--- src/rtl/reg_status_file_pkg.sv ---
// Shared constants for the architectural register file with rename status:
// default geometry, ready/busy encodings and the hardwired zero register.
package reg_status_file_pkg;

    localparam int REG_NUM_DEF = 32;
    localparam int REG_W_DEF   = 5;
    localparam int TAG_W_DEF   = 4;
    localparam int DATA_W_DEF  = 32;

    localparam logic VALID   = 1'b1;
    localparam logic INVALID = 1'b0;
    localparam logic BUSY    = 1'b1;
    localparam logic IDLE    = 1'b0;

    localparam int ZERO_REG = 0;

endpackage

--- src/rtl/reg_status_read_port.sv ---
// Combinational read port: priority mux between x0, the stored value and a
// same-cycle commit bypass; otherwise reports the ROB tag to wait on.
module reg_status_read_port
    import reg_status_file_pkg::*;
#(
    parameter int REG_W  = REG_W_DEF,
    parameter int TAG_W  = TAG_W_DEF,
    parameter int DATA_W = DATA_W_DEF
) (
    input  logic [REG_W-1:0]  rd_reg,
    input  logic [DATA_W-1:0] st_data,
    input  logic              st_busy,
    input  logic [TAG_W-1:0]  st_tag,
    input  logic              commit_valid,
    input  logic [REG_W-1:0]  commit_reg,
    input  logic [TAG_W-1:0]  commit_tag,
    input  logic [DATA_W-1:0] commit_data,
    output logic              rd_valid,
    output logic [DATA_W-1:0] rd_data,
    output logic [TAG_W-1:0]  rd_tag
);

    // Select the read result; earlier branches take priority.
    always_comb begin
        rd_valid = VALID;
        rd_data  = '0;
        rd_tag   = '0;
        if (rd_reg == REG_W'(ZERO_REG)) begin
            rd_valid = VALID;
        end else if (st_busy == IDLE) begin
            rd_data = st_data;
        end else if (commit_valid && (commit_reg == rd_reg) && (commit_tag == st_tag)) begin
            rd_data = commit_data;
        end else begin
            rd_valid = INVALID;
            rd_tag   = st_tag;
        end
    end

endmodule

--- src/rtl/reg_status_file.sv ---
// Architectural register file with per-register rename status (busy + ROB
// tag), fed by the ROB commit bus and read by dispatch through two ports.
// Optional build macro REGFILE_COMMIT_TRACE_EN adds dbg_commit_cnt and dbg_a0.
module reg_status_file
    import reg_status_file_pkg::*;
#(
    parameter int REG_NUM = REG_NUM_DEF,
    parameter int REG_W   = REG_W_DEF,
    parameter int TAG_W   = TAG_W_DEF,
    parameter int DATA_W  = DATA_W_DEF
) (
    input  logic              clk,
    input  logic              rst,
    input  logic              rdy,
    input  logic              clear,
    input  logic              ID_valid,
    input  logic              ID_rename_en,
    input  logic [REG_W-1:0]  ID_dest_reg,
    input  logic [TAG_W-1:0]  ID_tag,
    input  logic              ROB_commit_valid,
    input  logic [REG_W-1:0]  ROB_commit_reg,
    input  logic [TAG_W-1:0]  ROB_commit_tag,
    input  logic [DATA_W-1:0] ROB_commit_data,
    input  logic [REG_W-1:0]  rd1_reg,
    output logic              rd1_valid,
    output logic [DATA_W-1:0] rd1_data,
    output logic [TAG_W-1:0]  rd1_tag,
    input  logic [REG_W-1:0]  rd2_reg,
    output logic              rd2_valid,
    output logic [DATA_W-1:0] rd2_data,
    output logic [TAG_W-1:0]  rd2_tag
`ifdef REGFILE_COMMIT_TRACE_EN
    ,
    output logic [31:0]       dbg_commit_cnt,
    output logic [DATA_W-1:0] dbg_a0
`endif
);

    logic [DATA_W-1:0]  data_q [REG_NUM];
    logic [DATA_W-1:0]  data_d [REG_NUM];
    logic [REG_NUM-1:0] busy_q;
    logic [REG_NUM-1:0] busy_d;
    logic [TAG_W-1:0]   tag_q  [REG_NUM];
    logic [TAG_W-1:0]   tag_d  [REG_NUM];

    logic commit_hit;
    logic rename_hit;

    assign commit_hit = ROB_commit_valid && (ROB_commit_reg != REG_W'(ZERO_REG));
    assign rename_hit = ID_valid && ID_rename_en && (ID_dest_reg != REG_W'(ZERO_REG));

    // Next state: commit writes data and releases a matching rename, then the
    // rename (or a flush) is layered on top so it wins over the release.
    always_comb begin
        data_d = data_q;
        busy_d = busy_q;
        tag_d  = tag_q;
        if (rdy) begin
            if (commit_hit) begin
                data_d[ROB_commit_reg] = ROB_commit_data;
                if ((busy_q[ROB_commit_reg] == BUSY) && (tag_q[ROB_commit_reg] == ROB_commit_tag)) begin
                    busy_d[ROB_commit_reg] = IDLE;
                end
            end
            if (clear) begin
                busy_d = '0;
            end else if (rename_hit) begin
                busy_d[ID_dest_reg] = BUSY;
                tag_d[ID_dest_reg]  = ID_tag;
            end
        end
    end

    // Register file and rename status state.
    always_ff @(posedge clk) begin
        if (rst) begin
            data_q <= '{default: '0};
            busy_q <= '0;
            tag_q  <= '{default: '0};
        end else begin
            data_q <= data_d;
            busy_q <= busy_d;
            tag_q  <= tag_d;
        end
    end

    reg_status_read_port #(
        .REG_W  (REG_W),
        .TAG_W  (TAG_W),
        .DATA_W (DATA_W)
    ) u_rd1 (
        .rd_reg       (rd1_reg),
        .st_data      (data_q[rd1_reg]),
        .st_busy      (busy_q[rd1_reg]),
        .st_tag       (tag_q[rd1_reg]),
        .commit_valid (ROB_commit_valid),
        .commit_reg   (ROB_commit_reg),
        .commit_tag   (ROB_commit_tag),
        .commit_data  (ROB_commit_data),
        .rd_valid     (rd1_valid),
        .rd_data      (rd1_data),
        .rd_tag       (rd1_tag)
    );

    reg_status_read_port #(
        .REG_W  (REG_W),
        .TAG_W  (TAG_W),
        .DATA_W (DATA_W)
    ) u_rd2 (
        .rd_reg       (rd2_reg),
        .st_data      (data_q[rd2_reg]),
        .st_busy      (busy_q[rd2_reg]),
        .st_tag       (tag_q[rd2_reg]),
        .commit_valid (ROB_commit_valid),
        .commit_reg   (ROB_commit_reg),
        .commit_tag   (ROB_commit_tag),
        .commit_data  (ROB_commit_data),
        .rd_valid     (rd2_valid),
        .rd_data      (rd2_data),
        .rd_tag       (rd2_tag)
    );

`ifdef REGFILE_COMMIT_TRACE_EN
    logic [31:0] cnt_q;
    logic [31:0] cnt_d;

    // Count accepted non-x0 commits; wraps naturally at 2^32.
    always_comb begin
        cnt_d = cnt_q;
        if (rdy && commit_hit) begin
            cnt_d = cnt_q + 32'd1;
        end
    end

    // Commit trace counter register.
    always_ff @(posedge clk) begin
        if (rst) begin
            cnt_q <= '0;
        end else begin
            cnt_q <= cnt_d;
        end
    end

    assign dbg_commit_cnt = cnt_q;
    assign dbg_a0         = data_q[10];
`endif

endmodule

--- config.mk ---
export PLATFORM = sky130hd
export DESIGN_NAME = reg_status_file
export DESIGN_NICKNAME = d
export VERILOG_FILES = /design/src/rtl/reg_status_file_pkg.sv /design/src/rtl/reg_status_read_port.sv /design/src/rtl/reg_status_file.sv
export SDC_FILE = /design/constraint.sdc
export NUM_CORES = 2
export LEC_CHECK = 0
export CAP_MARGIN = 20
export CORE_UTILIZATION = 60
export CTS_CLUSTER_SIZE = 40
export DETAILED_ROUTE_END_ITERATION = 6
export DONT_BUFFER_PORTS = 1
export PLACE_DENSITY_LB_ADDON = 0.08
export SLEW_MARGIN = 30
export SYNTH_ARGS = -nofsm -noshare
export SYNTH_HDL_FRONTEND = slang
export SYNTH_HIERARCHICAL = 1
export SYNTH_SLANG_ARGS = --single-unit
--- constraint.sdc ---
create_clock -name clk -period 6.9 [get_ports clk]
set_input_delay 0.69 -clock clk [delete_from_list [all_inputs] [get_ports clk]]
set_output_delay 0.69 -clock clk [all_outputs]
set_load 0.01 [all_outputs]
### After elaboration in Yosys (flattened, before gate mapping)

Cells that the tools add are included.

| word-level totals | value |
|---|---|
| input bits | 67 |
| flip-flop bits (word level) | 1184 |
| output and inout bits | 74 |
| logic and storage cells | 162 |

| cells by class | value |
|---|---|
| reduce and logical (&&, ||, !) cells | 18 |
| magnitude comparators | 12 |
| eq/ne operators | 5 |
| mux-type cells | 54 |
| bitwise logic cells | 8 |

Operator list:

| kind | count |
|---|---|
| bitwise mux 1024 bit | 1 |
| 2-to-1 mux 32 bit | 16 |
| binary-select mux 32 bit (select 5 bit) | 2 |
| demux 32 bit (select 5 bit) | 1 |
| bitwise mux 128 bit | 1 |
| binary-select mux 4 bit (select 5 bit) | 3 |
| 2-to-1 mux 4 bit | 13 |
| bitwise AND 32 bit | 1 |
| NOT 32 bit | 1 |
| bitwise OR 32 bit | 1 |
| >= comparator 6 bit, second input constant | 4 |
| < comparator 5 x 6 -> 1 bit, second input constant | 4 |
| NOT 5 -> 6 bit | 4 |
| demux 4 bit (select 5 bit) | 1 |
| binary-select mux 1 bit (select 5 bit) | 3 |
| equality test 4 bit | 3 |
| logical AND 1 bit | 12 |
| < comparator 6 x 1 -> 1 bit, second input constant | 2 |
| 2-to-1 mux 1 bit | 11 |
| demux 1 bit (select 5 bit) | 2 |
| equality test 5 bit | 2 |
| >= comparator 5 x 1 -> 1 bit, second input constant | 2 |
| logical NOT 5 bit | 2 |
| nonzero test 5 bit | 2 |
| 3 further kinds | 3 |

### Depth between registers and ports, before layout

| depth | value |
|---|---|
| depth after elaboration | 12 |
| gate-level depth with buffers | 12 |
| gate-level depth less buffers | 7 |

### Cells and area by module

Netlist, hierarchy kept.

By module, submodules not included:

| module | seq. area each (um^2) | cells each | area each (um^2) | instances |
|---|---|---|---|---|
| reg_status_file | 23702.7 | 6483 | 61348.8 | 1 |
| reg_status_read_port | 0.0 | 62 | 520.5 | 2 |

### Worst setup path before layout

No wires, ideal clock.

| timing | value |
|---|---|
| kind | input to output |
| from | input rd1_reg[0] |
| to | output rd1_data[10] |
| arrival time | 3.760 ns |
| required time | 6.210 ns |
| stages on the path | 11 |
| slack | 2.450 ns |
| buffers on the path | 4 |
| path through | buf_2 -> buf_1 -> mux4_2 -> mux4_2 -> mux2_2 -> xor2_1 -> nor4_1 -> and4b_1 -> buf_6 -> buf_8 -> a22o_1 |

| on the way | value |
|---|---|
| cells in the longest elaborated chain, start to end | 9 |
| elaborated cells between the ends (all ways) | 17 |

RTL lines:

| item | line | RTL |
|---|---|---|
| from (decl) | reg_status_file.sv:24 | `input logic [REG_W-1:0] rd1_reg,` |
| NOT 5 -> 6 bit (not written as such) | reg_status_file.sv:93, reg_status_file.sv:95 |  |
| binary-select mux 4 bit (select 5 bit) | reg_status_file.sv:95 | `.st_tag (tag_q[rd1_reg]),` |
| 2-to-1 mux 4 bit (not written as such) (2 in a row) | reg_status_file.sv:95 |  |
| equality test 4 bit | reg_status_read_port.sv:32 | `end else if (commit_valid && (commit_reg == rd_reg) && (commit_tag == st_tag)) begin` |
| logical AND 1 bit | reg_status_read_port.sv:32 |  |
| 2-to-1 mux 32 bit | reg_status_read_port.sv:32 |  |
| 2-to-1 mux 32 bit | reg_status_read_port.sv:30 | `end else if (st_busy == IDLE) begin` |
| 2-to-1 mux 32 bit * | reg_status_read_port.sv:28 | `if (rd_reg == REG_W'(ZERO_REG)) begin` |
| to (decl) | reg_status_file.sv:26 | `output logic [DATA_W-1:0] rd1_data,` |

Every way passes the cells marked *; elsewhere a longest branch is shown, timed or not. The select of a mux whose other input is x is not followed.

### Worst setup path after layout

| timing | value |
|---|---|
| from | input rd2_reg[1] |
| to | output rd2_data[26] |

| on the way | value |
|---|---|
| cells in the longest elaborated chain, start to end | 9 |
| elaborated cells between the ends (all ways) | 17 |

RTL lines:

| item | line | RTL |
|---|---|---|
| from (decl) | reg_status_file.sv:28 | `input logic [REG_W-1:0] rd2_reg,` |
| NOT 5 -> 6 bit (not written as such) | reg_status_file.sv:111, reg_status_file.sv:113 |  |
| binary-select mux 4 bit (select 5 bit) | reg_status_file.sv:113 | `.st_tag (tag_q[rd2_reg]),` |
| 2-to-1 mux 4 bit (not written as such) (2 in a row) | reg_status_file.sv:113 |  |
| equality test 4 bit | reg_status_read_port.sv:32 |  |
| logical AND 1 bit | reg_status_read_port.sv:32 |  |
| 2-to-1 mux 32 bit | reg_status_read_port.sv:32 |  |
| 2-to-1 mux 32 bit | reg_status_read_port.sv:30 |  |
| 2-to-1 mux 32 bit * | reg_status_read_port.sv:28 |  |
| to (decl) | reg_status_file.sv:30 | `output logic [DATA_W-1:0] rd2_data,` |

Marked as above.

==> flow_summary.json <==
{
  "placementRows": 117,
  "maxCapViolations": 0,
  "synth_edf_count": 0,
  "outcome": "finished, violations left",
  "ys_async_sr_fraction": 0,
  "syn_to_final_growth_pct": 6.41,
  "die_h_um": 324,
  "fmax_ghz": 0.182,
  "crit-reg2reg-launch": "tag_q[74]",
  "min_path_type": "primary input to register",
  "synth_area_per_cell_um2": 9.44,
  "io_pins": 141,
  "dp_hpwl_um": 114000,
  "yosysSeqAreaShare": 0.380,
  "fillers": 8245,
  "min_from": "rst",
  "path_max_fanout": 96,
  "vdd_ir_drop_max_mv": 0.180,
  "cts_sinks": 1184,
  "hold_buffers": 0,
  "cp.arrival_ns": 4.79,
  "cp_num_buf_inv": 2,
  "synth_top_cells_by_area": "dfxtp_1 38%, mux4_2 27%, nand2_1 13%",
  "htree_levels": 4,
  "slowest_delay_ns": 0.90,
  "power_per_cell_area_nw_per_um2": 216,
  "setup_tns_ns": 0,
  "design.die.area_um2": 105000,
  "syn-instance-count": 6607,
  "start_kind": "primary input",
  "cts-resized-gates": 0,
  "cp_common_cell": "mux4_2",
  "routed_wl_um": 226000,
  "numCtsBuffers": 130,
  "syn_nets": 6674,
  "finalSetupViolations": 0,
  "postCtsSetupBuffers": 0,
  "required_ns": 6.21,
  "endpoint_kind": "output port",
  "numPortBuffers": 0,
  "regToRegSetupSlack_ns": 4.47,
  "synth.distinct_cells": 59,
  "synth_ff_type": "dfxtp_1",
  "cts_tree": "yes",
  "post-route-period-util": 0.794,
  "num_vias": 53000,
  "drive_gt1_frac": 0.192,
  "reg2reg_depth": 8,
  "violations": "slew limit",
  "p_leak_uw": 0.0208,
  "die_w_um": 324,
  "rsz0062_at_grt": "false",
  "synth_area_um2": 62400,
  "cts_root_buf": "clkbuf_16",
  "final_antenna_net_count": 0,
  "gp_congestion": 0.913,
  "yosysWarnings": 6,
  "design_area_um2": 66400,
  "hold_violations": 0,
  "fin_skew_ns": 0.0215,
  "synth_area_leader_cell": "dfxtp_1",
  "worstPathCellList": "buf_16 -> mux4_2 -> mux4_2 -> mux2_2 -> xor2_1 -> nor4_1 -> and4b_2 -> buf_4 -> a22o_1",
  "overflow": 0,
  "antenna_found_initial": 2,
  "crit_family": "simple AND/OR/NAND/NOR gates",
  "viasPerCell": 6.97,
  "dr.pass1.iters": 5,
  "hold_depth": 1,
  "slew_viol_final": 1081,
  "track_usage": 0.422,
  "layout.nets": 6209,
  "grt_start_max_net_pins": 1186,
  "drc": 0,
  "slew_headroom": -2.18,
  "start_util": 0.609,
  "worstSkewPairLatency_ns": 0.75,
  "crit_path_top_delay_cell": "and4b_2",
  "dpl_cell_area_um2": 62100,
  "clock_path_buffers": 3,
  "fp.coreArea_um2": 102000,
  "worstReg2RegEnd": "busy_q[10]",
  "worst-setup-path-type": "primary input to output port",
  "grt_pass1_wl_um": 330000,
  "synth_seq_cells": 1184,
  "min_delay_worst_endpoint": "data_q[490]",
  "synth_top_area_share": 0.380,
  "grt_pass1_vias": 50300,
  "clkTransAtPathRegs_ns": 0.06,
  "worstMarginPinSlew_ns": 4.76,
  "post-route-min-period_ns": 5.48,
  "drt_iter0_drc": 8215,
  "wl_per_cell_um": 29.7
}
## layout by cell type, fill, tap and decap left out, types with 38 or more instances in the layout
cell type,count
nor2b_1,43
mux2i_1,100
buf_4,84
mux2_2,76
nor2_1,67
nand2_1,2123
mux4_2,748
clkbuf_16,138
nor3_1,38
a22o_1,60
dfxtp_1,1184
a21oi_1,1139
nand3_1,100
## where the power goes
group	total, µW	switching [µW]	internal (µW)	leakage (µW)
clock	6980	2910	4070	0.00207
sequential	6880	17.1	6860	0.00954
combinational	458	194	264	0.00918
total	14300	3120	11200	0.0208
## synthesized netlist by cell type (3+ instances only)
library cell and number:
and2_0 3, nor4_1 7, nor2_1 101, clkbuf_1 464, buf_2 124, o21ai_0 3
mux2i_1 100, inv_1 6, dfxtp_1 1184, a31oi_1 33, nor4_2 7, nor3_1 43
buf_8 8, buf_6 12, o32ai_1 4, mux4_2 748, buf_4 27, nand2_1 2154
mux2_2 76, and3_1 3, nand3_1 100, a211oi_1 3, nor2b_1 43, xor2_1 19
buf_1 46, nor3b_1 5, nand3b_1 4, a21oi_1 1139, nand4_1 3, o22ai_1 6
nand2b_1 7, a22o_2 4, and2_1 12, a22oi_1 15, a22o_1 60
## cell type report
| type | instances | area (µm²) | share of cell area |
|---|---|---|---|
| flip-flops and latches | 1184 | 23700 | 0.357 |
| multi-input cells | 4734 | 36100 | 0.543 |
| well taps | 1368 | 1710 | 0.0258 |
| clock buffers | 191 | 3840 | 0.0579 |
| clock inverters | 33 | 345 | 0.00520 |
| diodes | 3 | 7.51 | 0.000113 |
| inverters | 6 | 22.5 | 0.000339 |
| repair buffers | 86 | 686 | 0.0103 |
## worst max path at each step
stage                    start            to  slack [ns]  depth (start not counted)
finish              rd2_reg[1]  rd2_data[26]        1.42                          9
global route        rd2_reg[1]  rd2_data[26]        1.54                          9
CTS                  tag_q[67]  rd2_data[26]        1.77                          8
detailed placement  rd2_reg[0]  rd2_data[26]        1.99                          8
global placement    rd2_reg[0]  rd2_data[25]        2.07                          8
floorplan           rd1_reg[0]  rd1_data[10]        2.45                         11
## kinds of logic (layout without fill, tap and decap cells)
| logic type | count (synthesis) | count (layout) | synth area share |
|---|---|---|---|
| other | 0 | 3 | 0 |
| flip-flops | 1184 | 1184 | 0.380 |
| buffers and inverters | 689 | 316 | 0.0485 |
| AO/OA/AOI/OAI | 1277 | 1277 | 0.109 |
| multiplexers | 926 | 926 | 0.300 |
| AND/OR/NAND/NOR | 2510 | 2510 | 0.160 |
| XOR/XNOR | 21 | 21 | 0.00295 |
## sequential cells by signal, indices dropped and copies added, names as in the netlist
signal / flops
data_q: 1024
busy_q: 32
tag_q: 128
## routing by layer
metal	track usage	up-vias	wire, µm	part of all wire
li1	-	22500	-	-
met1	0.564	26000	82200	0.36
met2	0.620	3703	98000	0.43
met3	0.130	800	32500	0.14
met4	0.221	2	12900	0.057
met5	0	-	7	0.000031
## metrics by stage
step / instances / total power (µW) / utilization / hold slack, ns / setup WS [ns]
floorplan: 6607 / 7740 / - / 0.427 / 2.45
global placement: 7376 / 7420 / 0.606 / 0.448 / 2.07
detailed placement: 7376 / 7430 / 0.606 / 0.455 / 1.99
CTS: 7600 / 14300 / 0.647 / 0.0194 / 1.77
global route: 7602 / 14600 / 0.648 / 0.0444 / 1.54
finish: 7605 / 14300 / 0.648 / 0.0295 / 1.42
Note: power is estimated with default switching activity, not from simulation.
